`src/rtl/heart_beat_pkg.sv`:
```
// Shared types and sizing helpers for the heart-beat position controller
// and the display logic that decodes its position.
package heart_beat_pkg;

    typedef enum logic {
        ST_RUN  = 1'b0,
        ST_STOP = 1'b1
    } state_e;

    localparam int unsigned DEF_CNT_W     = 4;
    localparam int unsigned DEF_NUM_STEPS = 8;

    // Width of a counter holding 0..n-1, never narrower than one bit
    function automatic int unsigned cnt_width(input int unsigned n);
        return (n <= 2) ? 1 : $clog2(n);
    endfunction

    function automatic int unsigned div_width(input int unsigned clk_freq,
                                              input int unsigned tick_hz);
        return cnt_width(clk_freq / tick_hz);
    endfunction

    function automatic int unsigned db_width(input int unsigned clk_freq,
                                             input int unsigned debounce_ms);
        return cnt_width((clk_freq / 1000) * debounce_ms);
    endfunction

endpackage

```
`src/rtl/key_debounce.sv`:
```
// Two-flop synchronizer plus stable-time debouncer for one raw input;
// publishes the accepted level and a one-cycle pulse on an accepted 1->0.
module key_debounce
    import heart_beat_pkg::*;
#(
    parameter int unsigned DB_CYC = 4
) (
    input  logic clk_in,
    input  logic rst_in,
    input  logic raw_in,
    output logic level_out,
    output logic press_out
);

    localparam int unsigned CW = cnt_width(DB_CYC);

    logic          sync_q1;
    logic          sync_q2;
    logic [CW-1:0] stable_cnt;

    // Level flips on the DB_CYC-th consecutive differing sample; any match restarts
    always_ff @(posedge clk_in or posedge rst_in) begin
        if (rst_in) begin
            sync_q1    <= 1'b1;
            sync_q2    <= 1'b1;
            level_out  <= 1'b1;
            press_out  <= 1'b0;
            stable_cnt <= '0;
        end else begin
            sync_q1   <= raw_in;
            sync_q2   <= sync_q1;
            press_out <= 1'b0;
            if (sync_q2 == level_out) begin
                stable_cnt <= '0;
            end else if (stable_cnt == CW'(DB_CYC - 1)) begin
                level_out  <= sync_q2;
                press_out  <= ~sync_q2;
                stable_cnt <= '0;
            end else begin
                stable_cnt <= stable_cnt + 1'b1;
            end
        end
    end

endmodule

```
`src/rtl/heart_beat_ctrl.sv`:
```
// Run/pause/step controller for the heart-beat position counter, driven
// from a single system clock with a tick enable instead of a 1 Hz domain.
module heart_beat_ctrl
    import heart_beat_pkg::*;
#(
    parameter int unsigned CLK_FREQ    = 12000000,
    parameter int unsigned TICK_HZ     = 1,
    parameter int unsigned DEBOUNCE_MS = 20,
    parameter int unsigned NUM_STEPS   = DEF_NUM_STEPS,
    parameter int unsigned CNT_W       = DEF_CNT_W
) (
    input  logic             clk_in,
    input  logic             rst_in,
    input  logic             key_pause_n_in,
    input  logic             key_step_n_in,
    input  logic             dir_sw_in,
    output logic [CNT_W-1:0] pos_out,
    output logic             step_out,
    output logic             dir_out,
    output logic             wrap_out,
    output logic             running_out
);

    localparam int unsigned DIV    = CLK_FREQ / TICK_HZ;
    localparam int unsigned DB_CYC = (CLK_FREQ / 1000) * DEBOUNCE_MS;
    localparam int unsigned DIV_W  = div_width(CLK_FREQ, TICK_HZ);

    localparam logic [CNT_W-1:0] POS_MAX   = CNT_W'(NUM_STEPS - 1);
    localparam logic [DIV_W-1:0] PRESC_MAX = DIV_W'(DIV - 1);

    logic pause_press;
    logic step_press;
    logic dir_level;
    logic pause_level_unused;
    logic step_level_unused;
    logic dir_press_unused;

    key_debounce #(.DB_CYC(DB_CYC)) u_db_pause (
        .clk_in   (clk_in),
        .rst_in   (rst_in),
        .raw_in   (key_pause_n_in),
        .level_out(pause_level_unused),
        .press_out(pause_press)
    );

    key_debounce #(.DB_CYC(DB_CYC)) u_db_step (
        .clk_in   (clk_in),
        .rst_in   (rst_in),
        .raw_in   (key_step_n_in),
        .level_out(step_level_unused),
        .press_out(step_press)
    );

    key_debounce #(.DB_CYC(DB_CYC)) u_db_dir (
        .clk_in   (clk_in),
        .rst_in   (rst_in),
        .raw_in   (dir_sw_in),
        .level_out(dir_level),
        .press_out(dir_press_unused)
    );

    state_e           state;
    state_e           state_nxt;
    logic [DIV_W-1:0] presc;
    logic             tick;
    logic             do_step;

    // Pause toggles the state; in STOP a simultaneous step press is dropped
    always_comb begin
        state_nxt = state;
        tick      = 1'b0;
        do_step   = 1'b0;
        if (state == ST_RUN) begin
            tick    = (presc == PRESC_MAX);
            do_step = tick;
        end else begin
            do_step = step_press & ~pause_press;
        end
        if (pause_press) begin
            state_nxt = (state == ST_RUN) ? ST_STOP : ST_RUN;
        end
    end

    always_ff @(posedge clk_in or posedge rst_in) begin
        if (rst_in) begin
            state       <= ST_RUN;
            presc       <= '0;
            pos_out     <= '0;
            step_out    <= 1'b0;
            wrap_out    <= 1'b0;
            dir_out     <= 1'b1;
            running_out <= 1'b1;
        end else begin
            state       <= state_nxt;
            running_out <= (state_nxt == ST_RUN);
            step_out    <= do_step;
            wrap_out    <= 1'b0;
            // Prescaler only advances across RUN->RUN cycles, so RUN entry sees zero
            if (state == ST_RUN && state_nxt == ST_RUN && !tick) begin
                presc <= presc + 1'b1;
            end else begin
                presc <= '0;
            end
            if (do_step) begin
                dir_out <= dir_level;
                if (dir_level) begin
                    wrap_out <= (pos_out == POS_MAX);
                    pos_out  <= (pos_out == POS_MAX) ? '0 : pos_out + 1'b1;
                end else begin
                    wrap_out <= (pos_out == '0);
                    pos_out  <= (pos_out == '0) ? POS_MAX : pos_out - 1'b1;
                end
            end
        end
    end

endmodule
```
`config.mk`:
```
export PLATFORM = sky130hd
export DESIGN_NAME = heart_beat_ctrl
export DESIGN_NICKNAME = d
export VERILOG_FILES = /design/src/rtl/heart_beat_pkg.sv /design/src/rtl/key_debounce.sv /design/src/rtl/heart_beat_ctrl.sv
export SDC_FILE = /design/constraint.sdc
export NUM_CORES = 1
export LEC_CHECK = 0
export ABC_AREA = 1
export CORE_MARGIN = 10
export CORE_UTILIZATION = 35
export CTS_BUF_LIST = sky130_fd_sc_hd__clkbuf_4 sky130_fd_sc_hd__clkbuf_8
export DETAILED_ROUTE_END_ITERATION = 10
export GPL_TIMING_DRIVEN = 0
export SYNTH_ARGS = -nofsm -noshare
export SYNTH_HDL_FRONTEND = slang
export SYNTH_SLANG_ARGS = --single-unit
```
`constraint.sdc`:
```
create_clock -name clk_in -period 4.1 [get_ports clk_in]
set_input_delay 0.82 -clock clk_in [delete_from_list [all_inputs] [get_ports clk_in]]
set_output_delay 0.82 -clock clk_in [all_outputs]
set_load 0.005 [all_outputs]
```
After elaboration in Yosys (flattened, before gate mapping)
Index checks and enable logic that the tools add are counted.
W data, S select, Z words.
Word-level totals
  logic and storage cells: 71
  latch bits: 0
  input port bits: 5
  memory bits (writable): 0
  output and inout port bits: 8
  flip-flop bits (word level): 98
  memory bits (read-only): 0
  memories: 0
Cells by class
  multipliers: 0
  shifts and indexed selects: 0
  multiplexer cells: 20
  equality and inequality tests: 8
  div/mod/pow operators: 0
  bitwise operators: 9
  $lt $le $gt $ge: 0
  reductions and logical operators: 7
  add/subtract/negate cells: 6
Operators with widths (count)
  $mux W18: 6
  $add A18 B1 Y18 const B: 3
  $eq A18 B18 Y1 const B: 3
  $add A24 B1 Y24 const B: 1
  $eq A24 B24 Y1 const B: 1
  $mux W24: 1
  $mux W4: 3
  $mux W1: 10
  $not A1 Y1: 8
  $reduce_and A2 Y1: 3
  $add A4 B1 Y4 const B: 1
  $eq A4 B3 Y1 const B: 1
  $logic_not A4 Y1: 1
  $sub A4 B1 Y4 const B: 1
  $eq A1 B1 Y1: 3
  $logic_and A1 B1 Y1: 2
  $and A1 B1 Y1: 1
  $logic_not A1 Y1: 1

Logic depth before layout (Yosys ltp)
Gate-level depths: netlist of the first run.
  depth in word-level cells: 6
  mapped depth: 9
  depth with buffers taken out: 9

Hierarchy
Synthesis of the first run repeated with hierarchy kept, for this count alone.
Unflattened totals
  cell total of the unflattened synthesis: 660
  area total of the unflattened synthesis: 5454.0 um2
Modules (own cells, without submodules)
  key_debounce: cells each 134, times used 3, area each 1166.1 um2, seq. area each 554.3 um2
  heart_beat_ctrl: cells each 258, times used 1, area each 1955.6 um2, seq. area each 828.3 um2

Worst setup path after synthesis of the first run
Ideal clock, no wire load.
  path type: reg-to-reg
  from: reg presc[0]
  to: reg presc[12]
  data arrival time: 1363 ps
  slack: 2619 ps
  stages on the path, launching flop included: 10
  required time: 3981 ps
  clock period less this slack: 1481 ps
  setup time: 119 ps
  buffers on the path: 1
  cell sequence: dfrtp_1 ha_1 nand3_2 inv_2 nand2_2 nor2_4 nand2_4 nand2_4 buf_6 nor2_1
On the way
  cells in the longest elaborated chain, start to end: 5
  elaborated cells on any way between the ends: 6
  those cells by class: add/sub: 1; eq/ne: 1; mux: 2; reduce/logical: 2
Ends and longest elaborated chain
  start: declaration: RTL line heart_beat_ctrl.sv:64  | logic [DIV_W-1:0] presc;
  start signal: assignment: RTL line heart_beat_ctrl.sv:100  | presc <= presc + 1'b1;
  parallel branches: the longest is 4 deep, another holds $add A24 B1 Y24
  $mux W24 *: RTL line heart_beat_ctrl.sv:99  | if (state == ST_RUN && state_nxt == ST_RUN && !tick) begin
Every way passes the cells marked *.
A chain may end at the register's enable or synchronous reset.

Final worst setup path of the first run
  from: reg dir_out
  to: out dir_out
RTL lines
  start: declaration: RTL line heart_beat_ctrl.sv:19  | output logic dir_out,
  start signal: assignment: RTL line heart_beat_ctrl.sv:105  | dir_out <= dir_level;
No word-level cell between the ends.

==> summary.md, run 1 <==
| Metric | Value |
|---|---|
| Diodes inserted | `0` |
| Hold EP | `u_db_dir.sync_q2$_DFF_PP1_` |
| Number of vias per cell | `4.58` |
| Vias in the first global route | `3992` |
| Layout Utilization | `39.5%` |
| Post-CTS setup buffers | `0` |
| Clock buffer depth | `2` |
| Grt ovf | `0` |
| Worst path arrival time | `1.47 ns` |
| CP top delay family | `flip-flops` |
| Slowest cell delay on critical path | `~0.58 ns` |
| P per Cell Area | `288 nW/um^2` |
| Min-delay src | `u_db_dir.sync_q1$_DFF_PP1_` |
| Clock power share | `37.3%` |
| Post-CTS Resized | `0` |
| Critical path type | `flip-flop to output port` |
| RSZ-0062 raised after global routing | `false` |
| First-pass GRT wire length | `18.5 mm` |
| Gpl congestion | `0.866` |
| Cell taking the most area after synthesis | `dfrtp_1` |
| Synth Instances | `682` |
| Core Rows | `44` |
| Worst setup margin | `between 1.5 and 2 ns` |
| Worst Max-Slew Pin Slew | `0.783 ns` |
| Leakage | `2.51 nW` |
| DR DRC count | `0` |
| Area Overhead vs Synth | `11.0%` |
| CTS Hold Buffers Added | `0` |
| Largest cells by area after synthesis | `dfrtp_1 42%, nand2_1 13%, nor2_1 12%, dfstp_2 5.6%, inv_1 5.4%` |
| Outcome | `finished clean` |
| Hold depth | `0` |
| Via count | `4100` |
| Worst r2r src | `presc[0]$_DFF_PP0_` |
| Die area | `20000 um^2` |
| Critical-path maximum fanout | `2` |
| Flop pwr share | `59.6%` |
| Fin. Hold Viols | `0` |
| I/O pin cnt | `13` |
| Final HPWL DP | `7.64 mm` |
| VDD IR max | `0.204 mV` |
| Post-synth EDFFs | `0` |
| 1st-pass router iterations | `4` |
| Die width | `142 um` |
| H-tree depth | `3` |
| Post-synthesis cell area | `5170 um^2` |
| Endpoints failing setup | `0` |
| PortBufs | `12` |
| Worst path cell trace | `clkdlybuf4s50_1` |
| Clock Latency Late Sink | `about 0.38 ns` |
| Psw | `0.000377 W` |
| Internal | `0.00128 W` |
| Critical path data required time | `3.28 ns` |
| CTS root buffer | `clkbuf_8` |
| Die Y-Extent | `~140 um` |
| Hold Path Class | `flip-flop to flip-flop` |
| Slowest stage cell, crit path | `dfstp_2` |
| Comb power frac | `3.1%` |
| CTS tree | `built` |
| CP Capture Type | `output port` |
| Final max-slew violation count | `0` |
| Netlist cell types | `30` |
| WL/cell | `between 10 and 15 um` |
| Top FF cell, synth | `dfrtp_1` |
| Switching portion of total power | `22.8%` |
| Layout cells sized above 1 | `~6.3%` |
| Pin count of the biggest net entering global routing | `between 50 and 60` |
| Initial antenna violation count | `0` |
| Final layout net count | `about 700` |
| Final worst path period share | `55.8%` |
| F_max | `approximately 0.44 GHz` |
| CTS buffer count | `9` |
| Total nets after synthesis | `694` |
| Syn Area/Cell | `7.59 um^2` |
| Async set or reset register ratio after synthesis | `100%` |
| Reg2reg end | `presc[16]$_DFF_PP0_` |
| R2r worst-path depth | `9` |
| Clk slew on worst S/H paths | `0.09 ns` |
| Pre-CTS setup slack | `between 2 and 2.5 ns` |
| Worst Clk Skew | `0.00737 ns` |
| Crit path time final | `2.29 ns` |
| Synth cell count leaders | `173 x nand2_1, 159 x nor2_1, 87 x dfrtp_1, 75 x inv_1, 44 x nand3_1` |
| Initial DRC count | `275` |
| Reg2Reg Setup Slack | `2.37 ns` |
| Total wire length | `between 10 and 15 mm` |
| Initial Util | `35.6%` |
| Gr usage total | `about 11%` |
| Share of Yosys cell area claimed by the top area cell type | `~42%` |
| Sequential fraction of the synthesis area | `47.7%` |
| FF+latch count, synth | `98` |
| Core Footprint | `between 10000 and 15000 um^2` |
| Post-route ant nets | `0` |
| Clock sinks | `98` |
| Worst hold margin | `0.355 ns` |
| Buf+Inv Stages, Crit Path | `1` |
| Normalized max-slew margin | `between 40% and 50%` |
| Setup crit start kind | `flip-flop` |
| Ys Warns | `0` |
| Most frequent cell after synthesis | `nand2_1` |
| Max_cap viols | `0` |
-- how the worst max path moves through the flow --
| stage | start | end | depth (start not counted) |
|---|---|---|---|
| global placement | rst_in | presc[21]$_DFF_PP0_ | 2 |
| floorplan | rst_in | pos_out[0]$_DFFE_PP0P_ | 1 |
| CTS | dir_out$_DFFE_PP1P_ | dir_out | 1 |
| detailed placement | rst_in | u_db_dir.level_out$_DFFE_PP1P_ | 3 |
| global route | dir_out$_DFFE_PP1P_ | dir_out | 1 |
| finish | dir_out$_DFFE_PP1P_ | dir_out | 1 |
-- placed cells by master, fill, tap and decap left out, types with 11 or more instances in the layout --
cell type,synthesis,final
xor2_1,25,25
inv_1,75,74
nor2_1,159,159
o21ai_0,13,13
xnor2_1,16,16
dfstp_2,11,11
a21oi_1,13,13
clkbuf_8,0,12
nand2_1,173,173
nand3_1,44,44
nor3_1,19,19
dfrtp_1,87,87
clkdlybuf4s50_1,0,12
-- state kept, by name, summed over array words and instances, names as in the netlist, 4 cells and up --
signal,flops
presc,24
u_db_step.stable_cnt,18
pos_out,4
u_db_pause.stable_cnt,18
u_db_dir.stable_cnt,18
-- layout make-up --
type                            instances  area, um^2
Fill cell                            1543        8790
Sequential cell                        98        2470
Multi-Input combinational cell        504        2390
Inverter                               76         288
Tap cell                              184         230
Clock buffer                           14         180
Timing Repair Buffer                   13         148
Buffer                                  4        31.3
Clock inverter                          2        10.0
-- cells by family after synthesis --
kind of cell,Yosys count,share of synthesized area (%)
AO/OA/AOI/OAI,32,3.31
XOR/XNOR,41,6.94
adder cells (fa/ha/maj),7,1.69
buffers and inverters,80,6.12
flip-flops,98,47.7
AND/OR/NAND/NOR,424,34.3
-- power groups by stage --
stage	sequential [W]	clock, W	combinational [W]
finish	0.000985	0.000616	0.0000514
global route	0.000987	0.000686	0.0000608
CTS	0.000985	0.000643	0.0000540
detailed placement	0.00100	0	0.0000539
global placement	0.00100	0	0.0000490
floorplan	0.00100	0	0.0000337
-- through the flow --
step	area, um^2	TNS [ns]	total power, W	std cells
2_1_floorplan	5170	0	0.00104	682
3_3_place_gp	5520	-74.26	0.00105	878
3_5_place_dp	5550	0	0.00106	879
4_1_cts	5740	0	0.00168	895
5_1_grt	5740	0	0.00173	895
6_report	5740	0	0.00165	895
-- per-layer routing --
metal | GRT usage, % | vias to the layer above | routed length [um]
li1 | - | 2165 | -
met1 | 14.6 | 1890 | 5300
met3 | 2.50 | 10 | 318
met5 | 0 | - | 0
met2 | 17.4 | 35 | 4590
met4 | 3.77 | 0 | 133
Note: power is estimated with default switching activity, not from simulation.
==> inputs of run 2 (changes only) <==
==> constraint.sdc (replaced) <==
create_clock -name clk_in -period 2.25 [get_ports clk_in]
set_input_delay 0.45 -clock clk_in [delete_from_list [all_inputs] [get_ports clk_in]]
set_output_delay 0.45 -clock clk_in [all_outputs]
set_load 0.005 [all_outputs]
==> summary.md, run 2 (synthesized netlist as in run 1, its figures left out) <==
| Metric | Value |
|---|---|
| Tot Pwr | `0.00315 W` |
| Diodes inserted | `0` |
| P per Cell Area | `545 nW/um^2` |
| Core Footprint | `about 15000 um^2` |
| Slowest stage cell, crit path | `dfstp_2` |
| Commonest non-fill, non-tap cell in the layout | `nand2_1` |
| Internal | `0.00247 W` |
| RSZ-0062 raised after global routing | `false` |
| Worst Clk Skew | `0.00977 ns` |
| Critical path data required time | `approximately 1.8 ns` |
| Clock Latency Late Sink | `between 0.3 and 0.4 ns` |
| Initial Util | `35.6%` |
| Filler Cell Count | `1515` |
| Initial DRC count | `328` |
| Initial antenna violation count | `0` |
| CTS Hold Buffers Added | `0` |
| Post-CTS Resized | `0` |
| Critical-path maximum fanout | `2` |
| Final HPWL DP | `7.49 mm` |
| Pin count of the biggest net entering global routing | `between 40 and 50` |
| VDD IR max | `0.286 mV` |
| Worst r2r src | `presc[0]$_DFF_PP0_` |
| Slowest cell delay on critical path | `0.56 ns` |
| Crit path capture | `dir_out` |
| Number of vias per cell | `~4.6` |
| Clock sinks | `98` |
| Area Overhead vs Synth | `11.7%` |
| DR DRC count | `0` |
| Total wire length | `approximately 10 mm` |
| Grt ovf | `0` |
| Final worst path period share | `a little over four fifths` |
| Setup crit start kind | `flip-flop` |
| Worst path cell trace | `clkdlybuf4s50_1` |
| Flop pwr share | `57.0%` |
| WL/cell | `11.3 um` |
| Clk slew on worst S/H paths | `0.09 ns` |
| R2r worst-path depth | `9` |
| Post-route ant nets | `0` |
| Leakage | `2.52 nW` |
| CTS root buffer | `clkbuf_8` |
| Path length in cells of the critical path | `1` |
| Non-Filler Instances | `894` |
| Most frequent cells in the layout | `173 x nand2_1, 159 x nor2_1, 87 x dfrtp_1, 74 x inv_1, 44 x nand3_1` |
| I/O pin cnt | `13` |
| Critical path type | `flip-flop to output port` |
| Final max-slew violation count | `0` |
| Gpl congestion | `0.870` |
| Max_cap viols | `0` |
| CTS tree | `built` |
| Post-CTS setup buffers | `0` |
| Clock power share | `40.0%` |
| Worst setup path start | `dir_out$_DFFE_PP1P_` |
| Clock buffer depth | `2` |
| Fin. Hold Viols | `0` |
| Via count | `4069` |
| Worst path arrival time | `1.46 ns` |
| Crit path time final | `1.91 ns` |
| F_max | `between 0.5 and 0.6 GHz` |
| Layout Utilization | `39.8%` |
| Comb power frac | `under 10%` |
| Normalized max-slew margin | `44.9%` |
| Outcome | `finished clean` |
| Hold Path Class | `flip-flop to flip-flop` |
| Worst hold margin | `0.359 ns` |
| 1st-pass router iterations | `5` |
| H-tree depth | `3` |
| Gr usage total | `roughly 11%` |
| Layout cells sized above 1 | `a little over 6%` |
| Buf+Inv Stages, Crit Path | `1` |
| Final layout net count | `719` |
| Switching portion of total power | `21.6%` |
| CP top delay family | `flip-flops` |
| Vias in the first global route | `about 3900` |
| CTS buffer count | `9` |
| Reg2reg end | `presc[21]$_DFF_PP0_` |
| PortBufs | `12` |
| Die area | `about 20000 um^2` |
| Number of flip-flops in the largest register | `24` |
| Die width | `142 um` |
| Worst Max-Slew Pin Slew | `about 0.82 ns` |
| CP Capture Type | `output port` |
| Core Rows | `44` |
| Reg2Reg Setup Slack | `about 0.53 ns` |
| First-pass GRT wire length | `~18 mm` |
| Die Y-Extent | `142 um` |
| DP Cell Count | `880` |
| Psw | `0.000679 W` |
| Top reg by flops | `presc` |
| Endpoints failing setup | `0` |
-- run 2: per-layer routing --
metal,vias up,wire (um),global-route usage (%)
met2,42,4470,16.6
met3,7,370,3.20
met5,-,0,0
met4,0,80,3.44
met1,1851,5150,14.2
li1,2169,-,-
-- run 2: power by group through the flow --
| stage | sequential [W] | combinational [W] | clock, W |
|---|---|---|---|
| floorplan | 0.00183 | 0.0000618 | 0 |
| global placement | 0.00183 | 0.0000906 | 0 |
| detailed placement | 0.00183 | 0.0000996 | 0 |
| CTS | 0.00179 | 0.0000997 | 0.00132 |
| global route | 0.00180 | 0.000113 | 0.00138 |
| finish | 0.00179 | 0.0000951 | 0.00126 |
-- run 2: worst min-delay path by stage --
stage | slack (ns) | cells after the start | from | to
after floorplan | 0.35 | 0 | u_db_dir.sync_q1$_DFF_PP1_ | u_db_dir.sync_q2$_DFF_PP1_
after global placement | 0.35 | 0 | u_db_pause.sync_q1$_DFF_PP1_ | u_db_pause.sync_q2$_DFF_PP1_
after detailed placement | 0.35 | 0 | u_db_pause.sync_q1$_DFF_PP1_ | u_db_pause.sync_q2$_DFF_PP1_
after CTS | 0.36 | 0 | u_db_pause.sync_q1$_DFF_PP1_ | u_db_pause.sync_q2$_DFF_PP1_
after global routing | 0.36 | 0 | u_db_pause.sync_q1$_DFF_PP1_ | u_db_pause.sync_q2$_DFF_PP1_
final | 0.36 | 0 | u_db_pause.sync_q1$_DFF_PP1_ | u_db_pause.sync_q2$_DFF_PP1_
-- run 2: area by class of cell --
class / instances / area, um^2 / share of cell area [%]
plain buffers: 4 / 31.3 / 0.541
inverters: 76 / 289 / 5.00
well taps: 184 / 230 / 3.98
flip-flops and latches: 98 / 2470 / 42.7
clock inverters: 3 / 65.1 / 1.13
multi-input cells: 504 / 2390 / 41.4
clock buffers: 11 / 145 / 2.51
repair buffers: 14 / 160 / 2.77
-- run 2: stage by stage --
step,area (um^2),setup WS [ns],setup TNS (ns)
final,5780,0.344,0
after global routing,5780,0.274,0
after CTS,5780,0.296,0
after detailed placement,5570,0.456,0
after global placement,5530,-0.456,-39.40
after floorplan,5180,0.647,0
